File: src/rtl/optimized_source_fir_filter_if.sv
// Stream bundle for the folded FIR filter: sample input channel plus
// filtered-sample output channel (the output has no back-pressure).
interface optimized_source_fir_filter_if;
  logic        s_axis_data_tvalid;
  logic [15:0] s_axis_data_tdata;
  logic        s_axis_data_tready;
  logic        m_axis_data_tvalid;
  logic [15:0] m_axis_data_tdata;

  modport master (
    output s_axis_data_tvalid,
    output s_axis_data_tdata,
    input  s_axis_data_tready,
    input  m_axis_data_tvalid,
    input  m_axis_data_tdata
  );

  modport slave (
    input  s_axis_data_tvalid,
    input  s_axis_data_tdata,
    output s_axis_data_tready,
    output m_axis_data_tvalid,
    output m_axis_data_tdata
  );
endinterface

File: src/rtl/optimized_source_fir_filter.sv
// 8-tap symmetric low-pass FIR with folded tap pairs (4 multipliers).
// Pipeline: delay line -> pre-add -> multiply -> sum -> round/saturate.
module optimized_source_fir_filter #(
  parameter logic signed [15:0] COEF0 = -16'sd512,
  parameter logic signed [15:0] COEF1 = 16'sd0,
  parameter logic signed [15:0] COEF2 = 16'sd4608,
  parameter logic signed [15:0] COEF3 = 16'sd12288
) (
  input logic                          aclk,
  input logic                          areset,
  optimized_source_fir_filter_if.slave axis
);

  logic signed [15:0] taps [8];
  logic signed [16:0] pre  [4];
  logic signed [32:0] prod [4];
  logic signed [35:0] sum;
  logic signed [20:0] scaled;
  logic [3:0]         vld;
  logic               ready;
  logic               accept;
  logic               out_valid;
  logic signed [15:0] out_data;
  logic signed [15:0] sat_data;

  function automatic logic signed [15:0] coef_of(input int j);
    case (j)
      0:       coef_of = COEF0;
      1:       coef_of = COEF1;
      2:       coef_of = COEF2;
      default: coef_of = COEF3;
    endcase
  endfunction

  assign accept = axis.s_axis_data_tvalid & ready;

  // Ready is a register so it only rises on the first edge after reset release.
  always_ff @(posedge aclk or posedge areset) begin
    if (areset) ready <= 1'b0;
    else        ready <= 1'b1;
  end

  always_ff @(posedge aclk or posedge areset) begin
    if (areset) begin
      for (int i = 0; i < 8; i++) taps[i] <= '0;
    end else if (accept) begin
      taps[0] <= $signed(axis.s_axis_data_tdata);
      for (int i = 1; i < 8; i++) taps[i] <= taps[i-1];
    end
  end

  always_ff @(posedge aclk or posedge areset) begin
    if (areset) begin
      for (int j = 0; j < 4; j++) begin
        pre[j]  <= '0;
        prod[j] <= '0;
      end
      sum <= '0;
      vld <= '0;
    end else begin
      for (int j = 0; j < 4; j++) begin
        pre[j]  <= 17'(taps[j]) + 17'(taps[7-j]);
        prod[j] <= pre[j] * coef_of(j);
      end
      sum <= 36'(prod[0]) + 36'(prod[1]) + 36'(prod[2]) + 36'(prod[3]);
      vld <= {vld[2:0], accept};
    end
  end

  // Round half up at bit 14, then drop the Q15 fraction and clip to 16 bits.
  assign scaled = 21'((sum + 36'sd16384) >>> 15);

  always_comb begin
    sat_data = scaled[15:0];
    if (scaled > 21'sd32767)       sat_data = 16'sh7FFF;
    else if (scaled < -21'sd32768) sat_data = 16'sh8000;
  end

  always_ff @(posedge aclk or posedge areset) begin
    if (areset) begin
      out_valid <= 1'b0;
      out_data  <= '0;
    end else begin
      out_valid <= vld[3];
      if (vld[3]) out_data <= sat_data;
    end
  end

  assign axis.s_axis_data_tready = ready;
  assign axis.m_axis_data_tvalid = out_valid;
  assign axis.m_axis_data_tdata  = out_data;

endmodule

File: src/flat_wrapper.sv
// flat-port wrapper written by rule: the top's interface ports become plain ports
module optimized_source_fir_filter_flat 
#(
  parameter logic signed [15:0] COEF0 = -16'sd512,
  parameter logic signed [15:0] COEF1 = 16'sd0,
  parameter logic signed [15:0] COEF2 = 16'sd4608,
  parameter logic signed [15:0] COEF3 = 16'sd12288
)
  (aclk, areset, axis_s_axis_data_tvalid, axis_s_axis_data_tdata, axis_s_axis_data_tready, axis_m_axis_data_tvalid, axis_m_axis_data_tdata);
  optimized_source_fir_filter_if axis_i ();
  input logic aclk;
  input logic areset;
  input wire logic [$bits(axis_i.s_axis_data_tvalid)-1:0] axis_s_axis_data_tvalid;
  input wire logic [$bits(axis_i.s_axis_data_tdata)-1:0] axis_s_axis_data_tdata;
  output wire logic [$bits(axis_i.s_axis_data_tready)-1:0] axis_s_axis_data_tready;
  output wire logic [$bits(axis_i.m_axis_data_tvalid)-1:0] axis_m_axis_data_tvalid;
  output wire logic [$bits(axis_i.m_axis_data_tdata)-1:0] axis_m_axis_data_tdata;
  assign axis_i.s_axis_data_tvalid = axis_s_axis_data_tvalid;
  assign axis_i.s_axis_data_tdata = axis_s_axis_data_tdata;
  assign axis_s_axis_data_tready = axis_i.s_axis_data_tready;
  assign axis_m_axis_data_tvalid = axis_i.m_axis_data_tvalid;
  assign axis_m_axis_data_tdata = axis_i.m_axis_data_tdata;
  optimized_source_fir_filter #(.COEF0(COEF0), .COEF1(COEF1), .COEF2(COEF2), .COEF3(COEF3)) u_core (.aclk(aclk), .areset(areset), .axis(axis_i));
endmodule
File: config.mk
export PLATFORM = sky130hd
export DESIGN_NAME = optimized_source_fir_filter_flat
export DESIGN_NICKNAME = d
export VERILOG_FILES = /design/src/rtl/optimized_source_fir_filter_if.sv /design/src/rtl/optimized_source_fir_filter.sv /design/src/flat_wrapper.sv
export SDC_FILE = /design/constraint.sdc
export NUM_CORES = 1
export LEC_CHECK = 0
export ABC_AREA = 1
export CORE_ASPECT_RATIO = 0.7
export CORE_MARGIN = 2
export CORE_UTILIZATION = 42
export DETAILED_ROUTE_END_ITERATION = 8
export MAX_ROUTING_LAYER = met4
export SLEW_MARGIN = 20
export SYNTH_ARGS = -nofsm -noshare
export SYNTH_HDL_FRONTEND = slang
export SYNTH_SLANG_ARGS = --single-unit
File: constraint.sdc
create_clock -name aclk -period 16.3 [get_ports aclk]
set_input_delay 4.89 -clock aclk [delete_from_list [all_inputs] [get_ports aclk]]
set_output_delay 4.89 -clock aclk [all_outputs]
set_load 0.02 [all_outputs]
==> results.json, run 1 <==
{
  "synth-xor-area-share_pct": 6.51,
  "die_h_microns": 166,
  "ys_ff_latch": 288,
  "vias_per_cell": 4.94,
  "hold_class": "flip-flop to flip-flop",
  "final_common_cell": "nand2_1",
  "syn_area_sq_mm": 0.0157,
  "antenna_found_initial": 0,
  "dr.pass1.iters": 5,
  "cts_repair_resize_count": 0,
  "totalWireLength_microns": 35600,
  "holdPathEnd": "u_core.vld[3]",
  "grt_pass1_vias": 11500,
  "synth_edf_count": 0,
  "ant_nets": 0,
  "drive_gt1_share_pct": 4.63,
  "crit_path_start_kind": "input pin",
  "die_area_sq_mm": 0.0391,
  "top_level_ports": 37,
  "fin_area_sq_mm": 0.0176,
  "synthFlopType": "dfrtp_1",
  "tightest_slew_ps": 899,
  "grt.total_usage_pct": 19.4,
  "h-tree-depth": 1,
  "yosys_warnings": 0,
  "synth_compound_area_share_pct": 10.6,
  "root_buffer": "clkbuf_16",
  "clk_path_buf_depth": 3,
  "worstSetupPathType": "input pin to flip-flop",
  "slew_violations": 0,
  "cap_violations": 0,
  "synthAdderAreaFrac_pct": 14.3,
  "synth.avg_cell_area_sq_um": 8.97,
  "async_flop_share_pct": 100,
  "crit_required_ps": 16720,
  "gp_congestion": 0.864,
  "fin_skew_ps": 15.3,
  "worstSetupEndpointType": "flip-flop",
  "clk_latency_ps": 580,
  "rr_startpoint": "u_core.pre[21]",
  "worstPathMaxFanout": 101,
  "r2r_slack_ps": 13580,
  "fp-row-count": 59,
  "synth_cells": 1755,
  "holdPathStages": 0,
  "critPathArrivalTime_ps": 6980,
  "grt_max_degree": 202,
  "setup_tns_ps": 0,
  "ys_seq_area_share_pct": 45.8,
  "areaGrowthSynthToFinish_pct": 11.7,
  "r2r_cells": 13,
  "cts_made_buffers": 29,
  "dp_hpwl_microns": 27300,
  "hp-start": "u_core.vld[2]",
  "setup_viol": 0,
  "fmax_mhz": 152,
  "finalHoldViolCount": 0,
  "clkSinkCount": 288,
  "core_area_sq_mm": 0.0371,
  "path_clk_slew_ps": 70,
  "holdBufCountCts": 0,
  "cts_tree": "built",
  "synth_nets": 1938,
  "port_buffers": 36,
  "initial_core_util_pct": 42.5,
  "first_iter_violations": 753,
  "r2r-end": "u_core.prod[58]",
  "synthDistinctLibCells": 44,
  "diodes": 0,
  "mostFrequentLayoutCells": "458 x nand2_1, 288 x dfrtp_1, 185 x inv_1",
  "grt_pass1_wl_microns": 59600,
  "slew_headroom_pct": 40.0,
  "vias": 11400,
  "synthMuxAreaShare_pct": 0,
  "synth_top_family_by_area": "simple AND/OR/NAND/NOR gates",
  "drt_drc_violations_left": 0,
  "status": "completed",
  "min_period_ps": 6570,
  "synthSimpleGateAreaFrac_pct": 17.1,
  "grt-ovfl-total": 0,
  "die_w_microns": 235,
  "finalCritPeriodShare_pct": 40.3,
  "wl_per_cell_microns": 15.5,
  "nets": 1977,
  "cts_setup_buffers": 0,
  "rsz0062_at_grt": "no",
  "place_area_sq_mm": 0.0166
}
==> layout make-up <==
cell class | count | area [sq um]
Tap cell | 488 | 611
Clock inverter | 12 | 121
Sequential cell | 288 | 7210
Inverter | 190 | 722
Multi-Input combinational cell | 1245 | 7660
Fill cell | 3592 | 19500
Clock buffer | 40 | 847
Timing Repair Buffer | 40 | 423
==> per-layer routing <==
| metal | track usage [%] | routed length [microns] |
|---|---|---|
| met3 | 2.88 | 1290 |
| met1 | 28.6 | 18800 |
| met2 | 28.9 | 15100 |
| met5 | - | 0 |
| met4 | 2.88 | 444 |
==> state kept, by name (all words and copies together), names as in the netlist <==
register                        cells
u_core.vld                          4
u_core.pre                         51
u_core.prod                        66
u_core.sum                         21
u_core.axis.s_axis_data_tready      1
u_core.taps                       128
u_core.axis.m_axis_data_tvalid      1
u_core.axis.m_axis_data_tdata      16
==> worst max-delay path by stage <==
stage	startpoint	to	slack (ps)
3_5_place_dp	axis_s_axis_data_tvalid	u_core.taps[28]	9130
4_1_cts	axis_s_axis_data_tvalid	u_core.taps[28]	9750
6_report	axis_s_axis_data_tvalid	u_core.taps[62]	9730
5_1_grt	axis_s_axis_data_tvalid	u_core.taps[26]	9500
3_3_place_gp	axis_s_axis_data_tvalid	u_core.taps[47]	9230
2_1_floorplan	areset	u_core.axis.m_axis_data_tdata[0]	3460
==> per-stage QoR <==
| step | hold WS, ps | setup slack, ps | std cells | util, % |
|---|---|---|---|---|
| floorplan | 331 | 3460 | 1755 | - |
| global placement | 336 | 9230 | 2250 | 44.8 |
| detailed placement | 335 | 9130 | 2250 | 44.8 |
| CTS | 351 | 9750 | 2302 | 47.4 |
| global route | 358 | 9500 | 2303 | 47.5 |
| finish | 349 | 9730 | 2303 | 47.5 |
==> cell families after synthesis <==
logic type	Yosys count
AO/OA/AOI/OAI	314
XOR/XNOR	117
adder cells (fa/ha/maj)	164
buffers and inverters	222
flip-flops	288
other	1
AND/OR/NAND/NOR	649
==> synthesized netlist by cell type (4+ instances only) <==
master | instances | area share [%]
xor2_1 | 84 | 4.7
a21oi_1 | 100 | 3.2
buf_1 | 4 | 0.095
nand2_2 | 4 | 0.16
o21ai_0 | 171 | 5.4
xnor2_1 | 33 | 1.8
ha_1 | 138 | 11
a21boi_0 | 5 | 0.24
nor3_1 | 18 | 0.57
a21o_1 | 11 | 0.52
inv_1 | 186 | 4.4
nor2_1 | 78 | 1.9
dfrtp_1 | 288 | 46
nor2_2 | 6 | 0.24
nand2_1 | 459 | 11
fa_1 | 26 | 3.3
clkbuf_1 | 23 | 0.55
o31ai_1 | 5 | 0.24
nand3b_1 | 4 | 0.19
nand3_1 | 48 | 1.5
nand4_1 | 16 | 0.64
a31oi_1 | 8 | 0.32
o21bai_1 | 8 | 0.38
==> worst max-delay path, cell delays in order <==
cell	delay [ps]
clkdlybuf4s50_1	500
nand2_4	240
clkinv_2	330
buf_4	720
o21ai_0	200
Power of run 1 is not shown: default switching activity piles up to over one toggle a cycle in this logic, so the estimate is an artifact.
==> inputs of run 2 (changes only) <==
Clock period 16.3 ns to 5.4 ns, I/O delays scaled along.
==> run 2 against run 1 <==
  * Via count increased by 0.77%
  * First-iteration DRC count decreased by 4.5%
  * Sequential share of layout area about the same
  * Critical endpoint is now u_core.taps[47]
  * Non-clock buffer count increased by 3
  * Die area unchanged
==> results.json, run 2 (same netlist as run 1, synthesis figures left out) <==
{
  "status": "completed",
  "crit_chain": "clkdlybuf4s50_1 -> nand2_4 -> clkinv_2 -> buf_12 -> nand2_1 -> o21ai_0",
  "drive_gt1_share_pct": 4.67,
  "tightest_slew_ps": 801,
  "clk_latency_ps": 590,
  "root_buffer": "clkbuf_16",
  "core_area_sq_mm": 0.0371,
  "cap_violations": 0,
  "nets": 1981,
  "dp_hpwl_microns": 27900,
  "initial_core_util_pct": 42.5,
  "diodes": 0,
  "fp-row-count": 59,
  "hold_class": "flip-flop to flip-flop",
  "first_iter_violations": 719,
  "r2r-end": "u_core.prod[58]",
  "slew_violations": 0,
  "r2r_slack_ps": 2730,
  "reg.largest.list": "u_core.taps x128, u_core.prod x66, u_core.pre x51",
  "drt_drc_violations_left": 0,
  "endpoint": "u_core.taps[47]",
  "largest-register": "u_core.taps",
  "cts_setup_buffers": 0,
  "rsz0062_at_grt": "no",
  "min_period_ps": 3340,
  "grt_pass1_vias": 11600,
  "grt_pass1_wl_microns": 60300,
  "crit_required_ps": 5840,
  "worstPathMaxFanout": 67,
  "worstSetupPathType": "input pin to flip-flop",
  "grt-ovfl-total": 0,
  "max_stage_delay_ps": 730,
  "r2r_cells": 13,
  "crit_buf_inv": 3,
  "clkSinkCount": 288,
  "die_area_sq_mm": 0.0391,
  "finalHoldViolCount": 0,
  "totalWireLength_microns": 36100,
  "finalCritPeriodShare_pct": 61.9,
  "worstSetupPathDepth": 6,
  "slew_headroom_pct": 46.6,
  "wl_per_cell_microns": 15.6,
  "cts_tree": "built",
  "grt.total_usage_pct": 19.6,
  "worstSetupEndpointType": "flip-flop",
  "vias_per_cell": 4.97,
  "h-tree-depth": 1,
  "mostFrequentLayoutCells": "458 x nand2_1, 288 x dfrtp_1, 185 x inv_1",
  "cts_made_buffers": 30,
  "dr.pass1.iters": 5,
  "holdBufCountCts": 0,
  "areaGrowthSynthToFinish_pct": 11.8,
  "crit_path_start_kind": "input pin",
  "fill_cells": 3538,
  "fmax_mhz": 299,
  "antenna_found_initial": 0,
  "setup_viol": 0,
  "die_w_microns": 235,
  "fin_skew_ps": 33.9,
  "slowest_stage": "clkinv_2",
  "timing.hold.ws_ps": 351,
  "top_level_ports": 37,
  "die_h_microns": 166,
  "path_clk_slew_ps": 60,
  "clk_path_buf_depth": 3,
  "cp_top_family": "buffers and inverters",
  "rr_startpoint": "u_core.pre[21]",
  "critPathArrivalTime_ps": 3780,
  "final_common_cell": "nand2_1",
  "cts_repair_resize_count": 0,
  "vias": 11500,
  "largest_reg_flops": 128,
  "port_buffers": 36,
  "gp_congestion": 0.875,
  "crit_start": "axis_s_axis_data_tvalid",
  "ant_nets": 0,
  "grt_max_degree": 101
}
## run 2: cell types whose count changed in the layout (fill, tap and decap cells not counted), moves of 2 or more
cell / delta
clkinv_2: +3
buf_4: +2
clkbuf_8: -4
buf_12: +2
clkbuf_1: +4
## run 2: worst register-to-register path: stages (launching register included)
cell and delay (ps):
dfrtp_1 400, ha_1 290, ha_1 160, inv_1 50, fa_1 390, nand3b_1 170, nand2_1 120, a21oi_1 110
o21ai_0 390, nand2_1 90, nand2_1 130, nand3_1 100, nand3_1 80, nand2_1 50
## run 2: worst min-delay path by stage
stage / from / end / cells after the start
after floorplan: u_core.vld[0] / u_core.vld[1] / 0
after global placement: u_core.vld[2] / u_core.vld[3] / 0
after detailed placement: u_core.vld[0] / u_core.vld[1] / 0
after CTS: u_core.vld[0] / u_core.vld[1] / 0
after global routing: u_core.vld[2] / u_core.vld[3] / 0
final: u_core.vld[2] / u_core.vld[3] / 0
## run 2: stage by stage
stage	instances	area, sq um	util, %	worst slack [ps]	TNS [ps]
2_1_floorplan	1755	15700	-	-39.2	-11290
4_1_cts	2308	17600	47.5	2040	0
3_3_place_gp	2254	16600	44.9	1480	0
3_5_place_dp	2254	16600	44.9	1440	0
5_1_grt	2308	17600	47.5	1810	0
6_report	2308	17600	47.5	2060	0
## run 2: area by class of cell
class	count	area [sq um]	share of cell area (%)
Clock inverter	13	129	0.732
Timing Repair Buffer	43	450	2.56
Inverter	190	718	4.08
Clock buffer	41	832	4.73
Sequential cell	288	7210	40.9
Tap cell	488	611	3.47
Multi-Input combinational cell	1245	7660	43.5
## run 2: metal layers
metal / part of all wire (%) / global-route usage [%] / routed length, microns
met3: 3.3 / 2.28 / 1190
met4: 1.8 / 3.63 / 658
met2: 42 / 28.9 / 15200
met1: 53 / 29.4 / 19000
met5: 0 / - / 0
Power of run 2 is left out for the same reason.
==> inputs of run 3 (changes only) <==
Clock period 5.4 ns to 3.4 ns, I/O delays scaled along.
==> run 3 against run 2 <==
  * Sequential cell count stayed put
  * Core utilization increased by 0.60 points
  * Highest routed layer unchanged
  * Clock skew rose by 7.1 ps
==> results.json, run 3 (same netlist as run 1, synthesis figures left out) <==
{
  "status": "completed",
  "cts_repair_resize_count": 0,
  "ant_nets": 0,
  "first_iter_violations": 673,
  "worstPathMaxFanout": 3,
  "worstSetupEndpointType": "flip-flop",
  "worstSetupPathType": "flip-flop to flip-flop",
  "largest-register": "u_core.taps",
  "hold_class": "flip-flop to flip-flop",
  "grt_pass1_wl_microns": 61600,
  "final_common_cell": "nand2_1",
  "crit_required_ps": 3850,
  "mostFrequentLayoutCells": "458 x nand2_1, 288 x dfrtp_1, 185 x inv_1",
  "multi_input_area_sq_mm": 0.00766,
  "root_buffer": "clkbuf_16",
  "vias_per_cell": 5.02,
  "slew_violations": 0,
  "initial_core_util_pct": 42.5,
  "top_level_ports": 37,
  "clk_latency_ps": 590,
  "r2r-end": "u_core.prod[58]",
  "finalHoldViolCount": 0,
  "cap_violations": 0,
  "met2_usage_pct": 29.9,
  "fp-row-count": 59,
  "setup_tns_ps": 0,
  "grt-ovfl-total": 0,
  "diodes": 0,
  "path_clk_slew_ps": 60,
  "gp_congestion": 0.889,
  "antenna_found_initial": 0,
  "h-tree-depth": 1,
  "dr.pass1.iters": 5,
  "die_h_microns": 166,
  "min_period_ps": 2710,
  "areaGrowthSynthToFinish_pct": 13.2,
  "grt.total_usage_pct": 19.8,
  "core_area_sq_mm": 0.0371,
  "rr_startpoint": "u_core.pre[21]",
  "dp_hpwl_microns": 27800,
  "regArea_sq_mm": 0.00721,
  "setup_viol": 0,
  "endpoint": "u_core.prod[58]",
  "critPathArrivalTime_ps": 3160,
  "totalWireLength_microns": 35800,
  "r2r_cells": 13,
  "largest_reg_flops": 128,
  "cts_made_buffers": 30,
  "cts_tree": "built",
  "fin_skew_ps": 41.0,
  "drive_gt1_share_pct": 5.20,
  "port_buffers": 36,
  "rsz0062_at_grt": "no",
  "clkSinkCount": 288,
  "crit_path_start_kind": "flip-flop",
  "clk_path_buf_depth": 3,
  "crit_start": "u_core.pre[21]",
  "reg.largest.list": "u_core.taps x128, u_core.prod x66, u_core.pre x51",
  "holdBufCountCts": 0,
  "met1_usage_pct": 29.2,
  "cts_setup_buffers": 0,
  "slew_headroom_pct": 60.3,
  "wl_per_cell_microns": 15.5,
  "drt_drc_violations_left": 0,
  "vias": 11600,
  "tightest_slew_ps": 590,
  "globalRouteMet3Util_pct": 2.43,
  "die_w_microns": 235,
  "nets": 1985,
  "fill_cells": 3547,
  "busiest_layer": "met2",
  "r2r_slack_ps": 690,
  "finalCritPeriodShare_pct": 79.6,
  "grt_max_degree": 131,
  "die_area_sq_mm": 0.0391,
  "grt_pass1_vias": 12000,
  "fmax_mhz": 369
}
[run 3: changes by cell type in the layout (fill, tap and decap cells not counted)]
cell        before  now
buf_12           3    6
buf_4            4    5
inv_8            0    1
bufinv_16        1    6
clkinvlp_4       5    2
inv_6            0    2
clkbuf_1         7    3
clkbuf_8         4    5
[run 3: worst min-delay path by stage]
stage	end	from	depth (start not counted)	slack (ps)
after detailed placement	u_core.vld[3]	u_core.vld[2]	0	330
after global placement	u_core.vld[3]	u_core.vld[2]	0	330
after CTS	u_core.vld[3]	u_core.vld[2]	0	350
final	u_core.vld[1]	u_core.vld[0]	0	350
after global routing	u_core.vld[1]	u_core.vld[0]	0	360
after floorplan	u_core.vld[1]	u_core.vld[0]	0	330
[run 3: cell type report]
| type | instances | area share (%) |
|---|---|---|
| multi-input combinational | 1245 | 42.9 |
| sequential | 288 | 40.4 |
| clock buffer | 38 | 4.66 |
| inverter | 190 | 4.03 |
| tap | 488 | 3.43 |
| timing repair buffer | 47 | 2.91 |
| clock inverter | 18 | 1.60 |
[run 3: metal layers]
layer  routed length, microns  part of all wire (%)
met1                    18600                    52
met2                    15400                    43
met3                     1260                   3.5
met4                      555                   1.5
met5                        0                     0
[run 3: critical path, stage by stage, from the launching register on]
cell      delay (ps)
dfrtp_1          400
ha_1             290
ha_1             170
inv_1             60
fa_1             390
nand3b_1         170
nand2_1          110
a21oi_1          100
o21ai_0          400
nand2_1          110
nand2_1          130
nand3_1          100
nand3_1           80
nand2_1           60
[run 3: stage by stage]
| stage | instances | setup slack [ps] | hold slack (ps) | area, sq um | util (%) |
|---|---|---|---|---|---|
| floorplan | 1755 | -1440 | 331 | 15700 | - |
| global placement | 2258 | 809 | 334 | 16700 | 45.1 |
| detailed placement | 2258 | 743 | 335 | 16700 | 45.1 |
| CTS | 2314 | 667 | 349 | 17800 | 48.1 |
| global route | 2314 | 494 | 362 | 17800 | 48.1 |
| finish | 2314 | 692 | 347 | 17800 | 48.1 |
Power of run 3 is left out for the same reason.
